## src/rtl/tft_pkg.sv

```systemverilog
`default_nettype none
// ============================================================================
// Package  : tft_pkg
// Purpose  : Shared parameter defaults and FSM encoding for the TFT reader.
// Revision : 1.0
// ============================================================================
package tft_pkg;

    localparam int unsigned c_ADDR_W_DEFAULT     = 16;
    localparam int unsigned c_DATA_W_DEFAULT     = 8;
    localparam int unsigned c_FIFO_DEPTH_DEFAULT = 8;

    typedef enum logic [1:0] {
        IDLE  = 2'd0,
        FETCH = 2'd1,
        DRAIN = 2'd2
    } tft_state_e;

endpackage
`default_nettype wire

```

## src/rtl/tft_sync_fifo.sv

```systemverilog
`default_nettype none
// ============================================================================
// Module   : tft_sync_fifo
// Purpose  : Single-clock show-ahead FIFO with occupancy count and flush.
// Revision : 1.0
// ============================================================================
module tft_sync_fifo
    import tft_pkg::*;
#(
    parameter int DATA_W = c_DATA_W_DEFAULT,
    parameter int DEPTH  = c_FIFO_DEPTH_DEFAULT
) (
    input  logic                     clk,
    input  logic                     reset,
    input  logic                     flush,
    input  logic                     push,
    input  logic [DATA_W-1:0]        push_data,
    input  logic                     pop,
    output logic [DATA_W-1:0]        pop_data,
    output logic                     valid,
    output logic [$clog2(DEPTH):0]   count
);

    localparam int c_AW = $clog2(DEPTH);

    logic [DATA_W-1:0] r_mem [DEPTH];
    logic [c_AW-1:0]   r_wr_ptr;
    logic [c_AW-1:0]   r_rd_ptr;
    logic [c_AW:0]     r_count;
    logic              w_empty;
    logic              w_full;
    logic              w_do_push;
    logic              w_do_pop;

    assign w_empty   = (r_count == '0);
    assign w_full    = (r_count == (c_AW+1)'(DEPTH));
    // Push and pop together always both advance, so occupancy is unchanged
    assign w_do_push = push && (!w_full || pop);
    assign w_do_pop  = pop && (!w_empty || push);

    always_ff @(posedge clk) begin
        if (reset || flush) begin
            r_wr_ptr <= '0;
            r_rd_ptr <= '0;
            r_count  <= '0;
        end else begin
            if (w_do_push) r_wr_ptr <= r_wr_ptr + 1'b1;
            if (w_do_pop)  r_rd_ptr <= r_rd_ptr + 1'b1;
            if (w_do_push && !w_do_pop)      r_count <= r_count + 1'b1;
            else if (!w_do_push && w_do_pop) r_count <= r_count - 1'b1;
        end
    end

    always_ff @(posedge clk) begin
        if (w_do_push && !flush && !reset) begin
            r_mem[r_wr_ptr] <= push_data;
        end
    end

    assign pop_data = r_mem[r_rd_ptr];
    assign valid    = !w_empty;
    assign count    = r_count;

endmodule
`default_nettype wire

```

## src/rtl/tft_fb_reader.sv

```systemverilog
`default_nettype none
// ============================================================================
// Module   : tft_fb_reader
// Purpose  : Streams a framebuffer region out of a 1-cycle-latency memory
//            port into a ready/valid pixel stream through a prefetch FIFO.
// Revision : 1.0
// ============================================================================
module tft_fb_reader
    import tft_pkg::*;
#(
    parameter int ADDR_W     = c_ADDR_W_DEFAULT,
    parameter int DATA_W     = c_DATA_W_DEFAULT,
    parameter int FIFO_DEPTH = c_FIFO_DEPTH_DEFAULT
) (
    input  logic              clk,
    input  logic              reset,
    input  logic              start,
    input  logic              abort,
    input  logic [ADDR_W-1:0] frame_base,
    input  logic [ADDR_W:0]   frame_len,
    output logic [ADDR_W-1:0] mem_address,
    output logic              mem_chipselect,
    output logic              mem_clken,
    output logic              mem_write,
    output logic [DATA_W-1:0] mem_writedata,
    input  logic [DATA_W-1:0] mem_readdata,
    output logic [DATA_W-1:0] pix_data,
    output logic              pix_valid,
    input  logic              pix_ready,
    output logic              pix_sof,
    output logic              pix_eof,
    output logic              busy,
    output logic              frame_done
);

    localparam int              c_CNT_W   = $clog2(FIFO_DEPTH) + 1;
    localparam logic [ADDR_W:0] c_LEN_ONE = {{ADDR_W{1'b0}}, 1'b1};

    tft_state_e        r_state;
    logic [ADDR_W-1:0] r_rd_addr;
    logic [ADDR_W:0]   r_rd_left;
    logic [ADDR_W:0]   r_pix_left;
    logic              r_pending;
    logic              r_first;
    logic              r_done;

    logic [c_CNT_W-1:0] w_fifo_count;
    logic               w_fifo_valid;
    logic [DATA_W-1:0]  w_fifo_data;
    logic               w_credit_ok;
    logic               w_issue;
    logic               w_take;
    logic               w_push;
    logic               w_last_take;

    // The in-flight read already owns a FIFO slot, so it counts against credit
    assign w_credit_ok = ({1'b0, w_fifo_count} + {{c_CNT_W{1'b0}}, r_pending})
                         < (c_CNT_W+1)'(FIFO_DEPTH);
    assign w_issue     = (r_state == FETCH) && !abort && !reset && w_credit_ok;
    assign w_take      = w_fifo_valid && pix_ready && !abort;
    assign w_push      = r_pending && !abort;
    assign w_last_take = w_take && (r_pix_left == c_LEN_ONE);

    tft_sync_fifo #(
        .DATA_W (DATA_W),
        .DEPTH  (FIFO_DEPTH)
    ) u_fifo (
        .clk       (clk),
        .reset     (reset),
        .flush     (abort),
        .push      (w_push),
        .push_data (mem_readdata),
        .pop       (w_take),
        .pop_data  (w_fifo_data),
        .valid     (w_fifo_valid),
        .count     (w_fifo_count)
    );

    always_ff @(posedge clk) begin
        if (reset) begin
            r_state    <= IDLE;
            r_rd_addr  <= '0;
            r_rd_left  <= '0;
            r_pix_left <= '0;
            r_pending  <= 1'b0;
            r_first    <= 1'b0;
            r_done     <= 1'b0;
        end else if (abort) begin
            r_state    <= IDLE;
            r_rd_left  <= '0;
            r_pix_left <= '0;
            r_pending  <= 1'b0;
            r_first    <= 1'b0;
            r_done     <= 1'b0;
        end else begin
            r_done    <= 1'b0;
            r_pending <= w_issue;
            case (r_state)
                IDLE: begin
                    if (start) begin
                        if (frame_len == '0) begin
                            r_done <= 1'b1;
                        end else begin
                            r_state    <= FETCH;
                            r_rd_addr  <= frame_base;
                            r_rd_left  <= frame_len;
                            r_pix_left <= frame_len;
                            r_first    <= 1'b1;
                        end
                    end
                end
                FETCH: begin
                    if (w_issue) begin
                        r_rd_addr <= r_rd_addr + 1'b1;
                        r_rd_left <= r_rd_left - 1'b1;
                        if (r_rd_left == c_LEN_ONE) r_state <= DRAIN;
                    end
                end
                default: ;
            endcase
            // The final pixel cannot leave while still in FETCH, so this override is safe
            if (w_take) begin
                r_first    <= 1'b0;
                r_pix_left <= r_pix_left - 1'b1;
                if (w_last_take) begin
                    r_state <= IDLE;
                    r_done  <= 1'b1;
                end
            end
        end
    end

    assign mem_address    = r_rd_addr;
    assign mem_chipselect = w_issue;
    assign mem_clken      = !reset;
    assign mem_write      = 1'b0;
    assign mem_writedata  = '0;
    assign pix_valid      = w_fifo_valid;
    assign pix_data       = w_fifo_valid ? w_fifo_data : '0;
    assign pix_sof        = w_fifo_valid && r_first;
    assign pix_eof        = w_fifo_valid && (r_pix_left == c_LEN_ONE);
    assign busy           = (r_state != IDLE);
    assign frame_done     = r_done;

endmodule
`default_nettype wire

```

## config.mk

```make
export PLATFORM = sky130hd
export DESIGN_NAME = tft_fb_reader
export DESIGN_NICKNAME = d
export VERILOG_FILES = /design/src/rtl/tft_pkg.sv /design/src/rtl/tft_sync_fifo.sv /design/src/rtl/tft_fb_reader.sv
export SDC_FILE = /design/constraint.sdc
export NUM_CORES = 1
export LEC_CHECK = 0
export CORE_MARGIN = 3
export CORE_UTILIZATION = 56
export DETAILED_ROUTE_END_ITERATION = 10
export PLACE_DENSITY_LB_ADDON = 0.05
export SYNTH_ARGS = -nofsm -noshare
export SYNTH_HDL_FRONTEND = slang
export SYNTH_SLANG_ARGS = --single-unit
```

## constraint.sdc

```tcl
create_clock -name clk -period 3.64 [get_ports clk]
set_input_delay 0.546 -clock clk [delete_from_list [all_inputs] [get_ports clk]]
set_output_delay 0.546 -clock clk [all_outputs]
set_load 0.005 [all_outputs]
```

==> results of run 1 <==
==> cells in the mapped netlist (3+ instances only) <==
master / instances / area share, %
a211oi_1: 6 / 0.68
a21o_1: 4 / 0.46
a21oi_1: 48 / 3.6
a221oi_1: 3 / 0.40
a22o_1: 3 / 0.40
a22oi_1: 6 / 0.68
a31o_1: 5 / 0.66
a31oi_1: 8 / 0.76
buf_1: 6 / 0.34
buf_2: 10 / 0.76
buf_4: 10 / 1.1
clkbuf_1: 23 / 1.3
dfxtp_1: 68 / 21
edfxtp_1: 64 / 29
ha_1: 10 / 1.9
inv_1: 14 / 0.80
mux2i_1: 12 / 1.8
mux4_2: 16 / 5.5
nand2_1: 46 / 2.6
nand2b_1: 5 / 0.47
nand3_1: 29 / 2.2
nand4_1: 4 / 0.38
nor2_1: 63 / 3.6
nor3_1: 26 / 2.0
nor4_1: 14 / 1.3
nor4_2: 3 / 0.57
o211ai_1: 8 / 0.91
o21ai_0: 10 / 0.76
o21ai_1: 17 / 1.3
o31a_1: 3 / 0.40
o31ai_1: 7 / 0.80
o32ai_1: 7 / 0.93
or3_1: 5 / 0.47
or4_1: 5 / 0.57
xnor2_1: 8 / 1.1
xor2_1: 5 / 0.66
==> tightest hold or removal path: cells and delay by family, from the launching register on <==
kind / cells / cell delay, ns
flops: 1 / 0.30
buf+inv: 1 / 0.06
compound gates: 1 / 0.06
==> metal layers <==
| layer | vias to the layer above | part of all wire, % | global-route usage (%) |
|---|---|---|---|
| li1 | 2542 | - | - |
| met1 | 2556 | 44 | 36.4 |
| met2 | 225 | 46 | 39.3 |
| met3 | 28 | 8.0 | 6.13 |
| met4 | 0 | 2.0 | 9.90 |
| met5 | - | 0 | 0 |
==> kinds of logic (layout without fill, tap and decap cells) <==
kind of cell | Yosys count | count (layout) | share of synthesized area, %
AOI/OAI and AO/OA | 159 | 159 | 16.3
and+or+nand+nor | 225 | 225 | 18.0
DFF | 132 | 132 | 49.8
xor gates and xnor gates | 13 | 13 | 1.73
adders and majority gates | 11 | 11 | 2.20
buffers and inverters | 64 | 147 | 4.41
muxes | 29 | 29 | 7.47
other | 1 | 9 | 0.0569
==> worst max path at each step <==
| stage | start | endpoint | slack, ns | cells past startpoint |
|---|---|---|---|---|
| floorplan | abort | u_fifo.count[3] | 0.89 | 13 |
| global placement | abort | u_fifo.count[3] | 0.64 | 11 |
| detailed placement | abort | u_fifo.count[3] | 0.49 | 11 |
| CTS | flip-flop | pix_data[5] | 0.62 | 4 |
| global route | flip-flop | pix_data[5] | 0.54 | 4 |
| finish | flip-flop | pix_data[5] | 0.67 | 4 |
==> cell type report <==
| cell class | count | area, µm² |
|---|---|---|
| sequential | 132 | 3280 |
| timing repair buffer | 100 | 941 |
| multi-input combinational | 446 | 3050 |
| clock buffer | 17 | 425 |
| inverter | 15 | 56.3 |
| fill | 790 | 3080 |
| tap | 140 | 175 |
| clock inverter | 15 | 168 |
==> power groups by stage <==
stage	Sequential (µW)	Combinational [µW]	Clock [µW]
detailed placement	1650	374	0
global placement	1650	365	0
CTS	1620	377	1740
finish	1620	380	1720
floorplan	1640	234	0
global route	1620	415	1820
==> per-stage QoR <==
step / util [%] / area [µm²] / instances / total power [µW]
detailed placement: 67.1 / 7500 / 833 / 2020
CTS: 72.4 / 8090 / 865 / 3740
global placement: 67.1 / 7500 / 833 / 2010
global route: 72.4 / 8090 / 865 / 3850
finish: 72.4 / 8090 / 865 / 3720
floorplan: - / 6620 / 642 / 1870
==> flip-flops by register name (all words and copies together) (netlist names), 2 cells and up, named ones only <==
signal	count
mem_address	16
r_pix_left	17
r_rd_left	17
r_state	2
u_fifo.count	4
u_fifo.r_mem	64
u_fifo.r_rd_ptr	3
u_fifo.r_wr_ptr	3
==> impl_summary.log, run 1 <==
INFO  metric cts_inserted_buffers = 17
INFO  metric worst_slack = 0.668 ns
INFO  metric first_pass_grt_wire_length = 26.4 mm
INFO  metric result_of_the_run = finished clean
INFO  metric total_switching_power = 939 µW
INFO  metric cp_top_family = flip-flops
INFO  metric cts.sink_count = 132
INFO  metric timing.final.crit_share = 81.7%
INFO  metric post_route_cells_drive_above_1_share = 12.6%
INFO  metric timing.hold.worst.class = flip-flop to flip-flop
INFO  metric number_of_register_bits_inferred_by_synthesis = 132
INFO  metric final.hold.worst_slack = 0.468 ns
INFO  metric die_extent_in_x = 114 µm
INFO  metric detailed_place_hpwl = 10.9 mm
INFO  metric clock_tree.htree_level_count = 4
INFO  metric core = 11,200 µm²
INFO  metric critPathKind = flip-flop to output port
INFO  metric worstReg2RegEnd = u_fifo.count[3]
INFO  metric start_util = 58.9%
INFO  metric power_report.internal_total = 2780 µW
INFO  metric port_buffers = 76
INFO  metric hold_path_startpoint = r_first
INFO  metric timing.hold.worst_endpoint = r_first
INFO  metric timing.critical_path.slowest_cell_delay = 0.84 ns
INFO  metric post_synth_instance_area = 6590 µm²
INFO  metric synth-edff-count = 64
INFO  metric gp_congestion = 0.836
INFO  metric share_comb_of_total_power = 10.2%
INFO  metric routed-via-count = 5,351
INFO  metric max_freq = 336 MHz
INFO  metric setup.reg_to_reg.worst_slack = 0.98 ns
INFO  metric route.detailed.vias_per_inst = 6.19
INFO  metric timing.critical_path.cells = mux4_2, mux2i_1, nor2_1, clkdlybuf4s50_1
INFO  metric synthCells = 634
INFO  metric worst_slew_pin_tran = 0.806 ns
INFO  metric power.share.clock = 46.3%
INFO  metric grt_pass1_vias = 5,116
INFO  metric leading_cell_type_in_the_layout_fill_and_taps_excluded = clkdlybuf4s50_1
INFO  metric worst_setup_path_end_kind = output port
INFO  metric cts-hold-fix-buffers = 0
INFO  metric cts-resized-gates = 0
INFO  metric drcViolationCount = 0
INFO  metric critical_path.max_fanout = 16
INFO  metric maximum_number_of_pins_on_one_net_before_global_route_repair = 73
INFO  metric synth_async_sr_flop_share = 0%
INFO  metric timing.critical_path.buf_inv = 1
INFO  metric cp-start-kind = flip-flop
INFO  metric ios = 86
INFO  metric pd_cells = 459 nW/µm²
INFO  metric power.leakage = 0.00275 µW
INFO  metric cap_viol_max_count = 0
INFO  metric synth_sequential_area_ratio = 49.8%
INFO  metric core.rowCount = 38
INFO  metric route.antenna.remaining_nets = 0
INFO  metric mostFrequentLayoutCells = clkdlybuf4s50_1 (76), dfxtp_1 (68), edfxtp_1 (64), nor2_1 (63), a21oi_1 (48)
INFO  metric rsz0062_at_grt = no
INFO  metric insertedDiodeCount = 0
INFO  metric globalRouteTotalUtil = 26.0%
INFO  metric peakVddDrop = 0.437 mV
INFO  metric setup-violations-final = 0
INFO  metric setup-tns-final = 0 ns
INFO  metric antenna_found_initial = 0
INFO  metric net_switching_share_of_the_total_power = 25.3%
INFO  metric preCtsSetupSlack = 0.488 ns
INFO  metric root_buffer = clkbuf_16
INFO  metric tritoncts_clock_tree = built
INFO  metric critPathRequiredTime = 3.09 ns
INFO  metric synth.lib_cells_used.distinct = 80
INFO  metric period_minus_slack = 2.97 ns
INFO  metric wl = 16.3 mm
INFO  metric grt-ovfl-total = 0
INFO  metric die_span_in_y = 114 µm
INFO  metric share_seq_of_total_power = 43.5%
INFO  metric cp_slowest_cell = dfxtp_1
INFO  metric final-max-slew-violation-count = 0
INFO  metric detail_route.iter0.violations = 507
INFO  metric final.setup_skew = 0.00793 ns
INFO  metric worst_hold_path.num_cells = 2
INFO  metric areaGrowthSynthToFinish = 22.9%
INFO  metric drt-pass1-iter-count = 5
INFO  metric cts.clk_slew.worst_paths = 0.06 ns
INFO  metric fin_nets = 769
INFO  metric yosys_warnings = 0
INFO  metric worst-r2r-cell-count = 10
INFO  metric arrival = 2.43 ns
INFO  metric clock_latency = 0.42 ns
INFO  metric worst_slew_margin_rel = 46.2%
INFO  metric postSynthAreaPerCell = 10.4 µm²
INFO  metric post-cts-setup-buffers = 0
INFO  metric most_used_flip_flop_cell_after_synthesis = dfxtp_1
INFO  metric crit-reg2reg-launch = u_fifo.count[0]
INFO  metric post_drt_wl_per_cell = 18.8 µm
INFO  metric hold_violations = 0
INFO  metric die-area = 13,100 µm²
INFO  metric cts_max_path_buffers = 2
(Power assumes the default switching activity.)
==> run 2, diff against run 1 <==
Settings changed: CORE_UTILIZATION 56 to 50.
Clock period 3.64 ns to 2.7 ns, I/O delays scaled along.
==> impl_summary.log, run 2 (synthesized netlist as in run 1, its figures left out) <==
INFO  metric result_of_the_run = finished clean (unchanged)
INFO  metric die-area = 14,600 µm² (was 13,100 µm²)
INFO  metric top_usage_layer = met2 (unchanged)
INFO  metric globalRouteMet2Util = 36.7% (was 39.3%)
INFO  metric grt_pass1_vias = 5,172 (was 5,116)
INFO  metric net_switching_share_of_the_total_power = 26.0% (was 25.3%)
INFO  metric cp_slowest_cell = mux4_2 (was dfxtp_1)
INFO  metric cts.clk_slew.worst_paths = 0.06 ns (about the same)
INFO  metric critPathRequiredTime = 2.30 ns (was 3.09 ns)
INFO  metric hold_path_startpoint = r_first (unchanged)
INFO  metric start_util = 51.6% (was 58.9%)
INFO  metric pd_cells = 602 nW/µm² (was 459 nW/µm²)
INFO  metric power.leakage = 0.00285 µW (was 0.00275 µW)
INFO  metric peakVddDrop = 0.495 mV (was 0.437 mV)
INFO  metric critPathKind = flip-flop to output port (unchanged)
INFO  metric first_pass_grt_wire_length = 27.2 mm (was 26.4 mm)
INFO  metric post_route_cells_drive_above_1_share = 14.4% (was 12.6%)
INFO  metric ios = 86 (unchanged)
INFO  metric period_minus_slack = 2.59 ns
INFO  metric arrival = 2.18 ns (was 2.43 ns)
INFO  metric cts.sink_count = 132 (unchanged)
INFO  metric drcViolationCount = 0 (unchanged)
INFO  metric clock_latency = 0.42 ns (about the same)
INFO  metric reg_top3 = u_fifo.r_mem (64), r_pix_left (17), r_rd_left (17) (unchanged)
INFO  metric hold_violations = 0 (unchanged)
INFO  metric die_extent_in_x = 121 µm (was 114 µm)
INFO  metric die_span_in_y = 121 µm (was 114 µm)
INFO  metric critical_path.max_fanout = 16 (unchanged)
INFO  metric maximum_number_of_pins_on_one_net_before_global_route_repair = 73 (unchanged)
INFO  metric gp_congestion = 0.856 (was 0.836)
INFO  metric detail_route.iter0.violations = 484 (was 507)
INFO  metric core.rowCount = 41 (was 38)
INFO  metric globalRouteTotalUtil = 24.0% (was 26.0%)
INFO  metric detailed_place_hpwl = 11.4 mm (was 10.9 mm)
INFO  metric final.setup_skew = 0.00841 ns (was 0.00793 ns)
INFO  metric antenna_found_initial = 0 (unchanged)
INFO  metric largest_register_ffs = 64 (unchanged)
INFO  metric worst_slack = 0.110 ns (was 0.668 ns)
INFO  metric post_drt_wl_per_cell = 18.5 µm (was 18.8 µm)
INFO  metric worst_setup_path_end_kind = output port (unchanged)
INFO  metric power_report.internal_total = 3700 µW (was 2780 µW)
INFO  metric crit-reg2reg-launch = u_fifo.count[1] (was u_fifo.count[0])
INFO  metric fin_nets = 785 (was 769)
INFO  metric met1_routing_resource_usage_after_global_routing = 33.7% (was 36.4%)
INFO  metric root_buffer = clkbuf_16 (unchanged)
INFO  metric worst_slew_pin_tran = 0.750 ns (was 0.806 ns)
INFO  metric drt-pass1-iter-count = 5 (unchanged)
INFO  metric areaGrowthSynthToFinish = 26.1% (was 22.9%)
INFO  metric clock_tree.htree_level_count = 4 (unchanged)
INFO  metric worst_slew_margin_rel = 49.6% (was 46.2%)
INFO  metric share_seq_of_total_power = 43.6% (was 43.5%)
INFO  metric tritoncts_clock_tree = built (unchanged)
INFO  metric insertedDiodeCount = 0 (unchanged)
INFO  metric route.detailed.vias_per_inst = 5.94 (was 6.19)
INFO  metric timing.critical_path.cells = buf_12, mux4_2, mux2i_1, nor2_1, clkdlybuf4s50_1 (was mux4_2, mux2i_1, nor2_1, clkdlybuf4s50_1)
INFO  metric core = 12,800 µm² (was 11,200 µm²)
INFO  metric max_freq = 386 MHz
INFO  metric share_comb_of_total_power = 10.9% (was 10.2%)
INFO  metric power.share.clock = 45.5% (was 46.3%)
INFO  metric wl = 16.8 mm (was 16.3 mm)
INFO  metric final.hold.worst_slack = 0.461 ns (was 0.468 ns)
INFO  metric cts_inserted_buffers = 17 (unchanged)
INFO  metric cap_viol_max_count = 0 (unchanged)
INFO  metric port_buffers = 76 (unchanged)
INFO  metric routed-via-count = 5,421 (was 5,351)
INFO  metric mostFrequentLayoutCells = clkdlybuf4s50_1 (76), dfxtp_1 (68), edfxtp_1 (64), nor2_1 (63), a21oi_1 (48) (unchanged)
INFO  metric timing.critical_path.slowest_cell_delay = 0.51 ns (was 0.84 ns)
INFO  metric route.antenna.remaining_nets = 0 (unchanged)
INFO  metric grt-ovfl-total = 0 (unchanged)
INFO  metric global_route.usage.met3 = 5.24% (was 6.13%)
INFO  metric total_switching_power = 1300 µW (was 939 µW)
INFO  metric setup-violations-final = 0 (unchanged)
INFO  metric post-cts-setup-buffers = 0 (unchanged)
INFO  metric preCtsSetupSlack = 0.0887 ns (was 0.488 ns)
INFO  metric cp-start-kind = flip-flop (unchanged)
INFO  metric timing.final.crit_share = 95.9%
INFO  metric final-max-slew-violation-count = 0 (unchanged)
INFO  metric timing.hold.worst.class = flip-flop to flip-flop (unchanged)
INFO  metric regMostFlops = u_fifo.r_mem (unchanged)
INFO  metric leading_cell_type_in_the_layout_fill_and_taps_excluded = clkdlybuf4s50_1 (unchanged)
INFO  metric final-instance-count-excl-fill = 913 (was 865)
INFO  metric share_of_the_core_filled_with_cells = 65.0% (was 72.4%)
INFO  metric cts_max_path_buffers = 2 (unchanged)
INFO  metric dp_cells = 881 (was 833)
run 2: layout make-up:
class                      count  area [µm²]
clock inverter                15         159
timing repair buffer         116        1110
multi-input combinational    446        3050
tap                          172         215
inverter                      15        56.3
sequential                   132        3280
fill                        1022        4470
clock buffer                  17         425
run 2: through the flow:
step / total power (µW) / area (µm²) / TNS [ns]
finish: 5000 / 8300 / 0
global route: 5160 / 8300 / -0.0366
CTS: 5040 / 8300 / 0
detailed placement: 2760 / 7710 / 0
global placement: 2750 / 7710 / 0
floorplan: 2530 / 6620 / 0
run 2: timing repair:
action / in CTS / in global routing
setup endpoints to repair: 0 / 1
hold buffers: 0 / 0
gates resized for setup: 0 / 1
run 2: final timing paths:
check	cells past startpoint	to	slack (ns)
worst min-delay path	2	r_first	0.46
worst min register to register	2	r_first	0.46
worst max-delay path	5	pix_data[3]	0.11
worst max register to register	10	u_fifo.count[3]	0.28
run 2: worst max-delay path, delay by kind of cell (launching register included):
family | cells | cell delay (ns)
multiplexers | 2 | 0.70
buffers and inverters | 2 | 0.63
flip-flops | 1 | 0.36
AND/OR/NAND/NOR | 1 | 0.07
run 2: per-layer routing:
layer	share of wire [%]	up-vias
met3	6.5	23
met2	47	201
met4	1.6	0
met1	45	2614
li1	-	2583
met5	0	-
run 2: power by group through the flow:
stage	clock [µW]	sequential, µW	combinational (µW)
final	2280	2180	543
after global routing	2390	2180	592
after CTS	2320	2180	540
after detailed placement	0	2220	537
after global placement	0	2220	527
after floorplan	0	2210	315
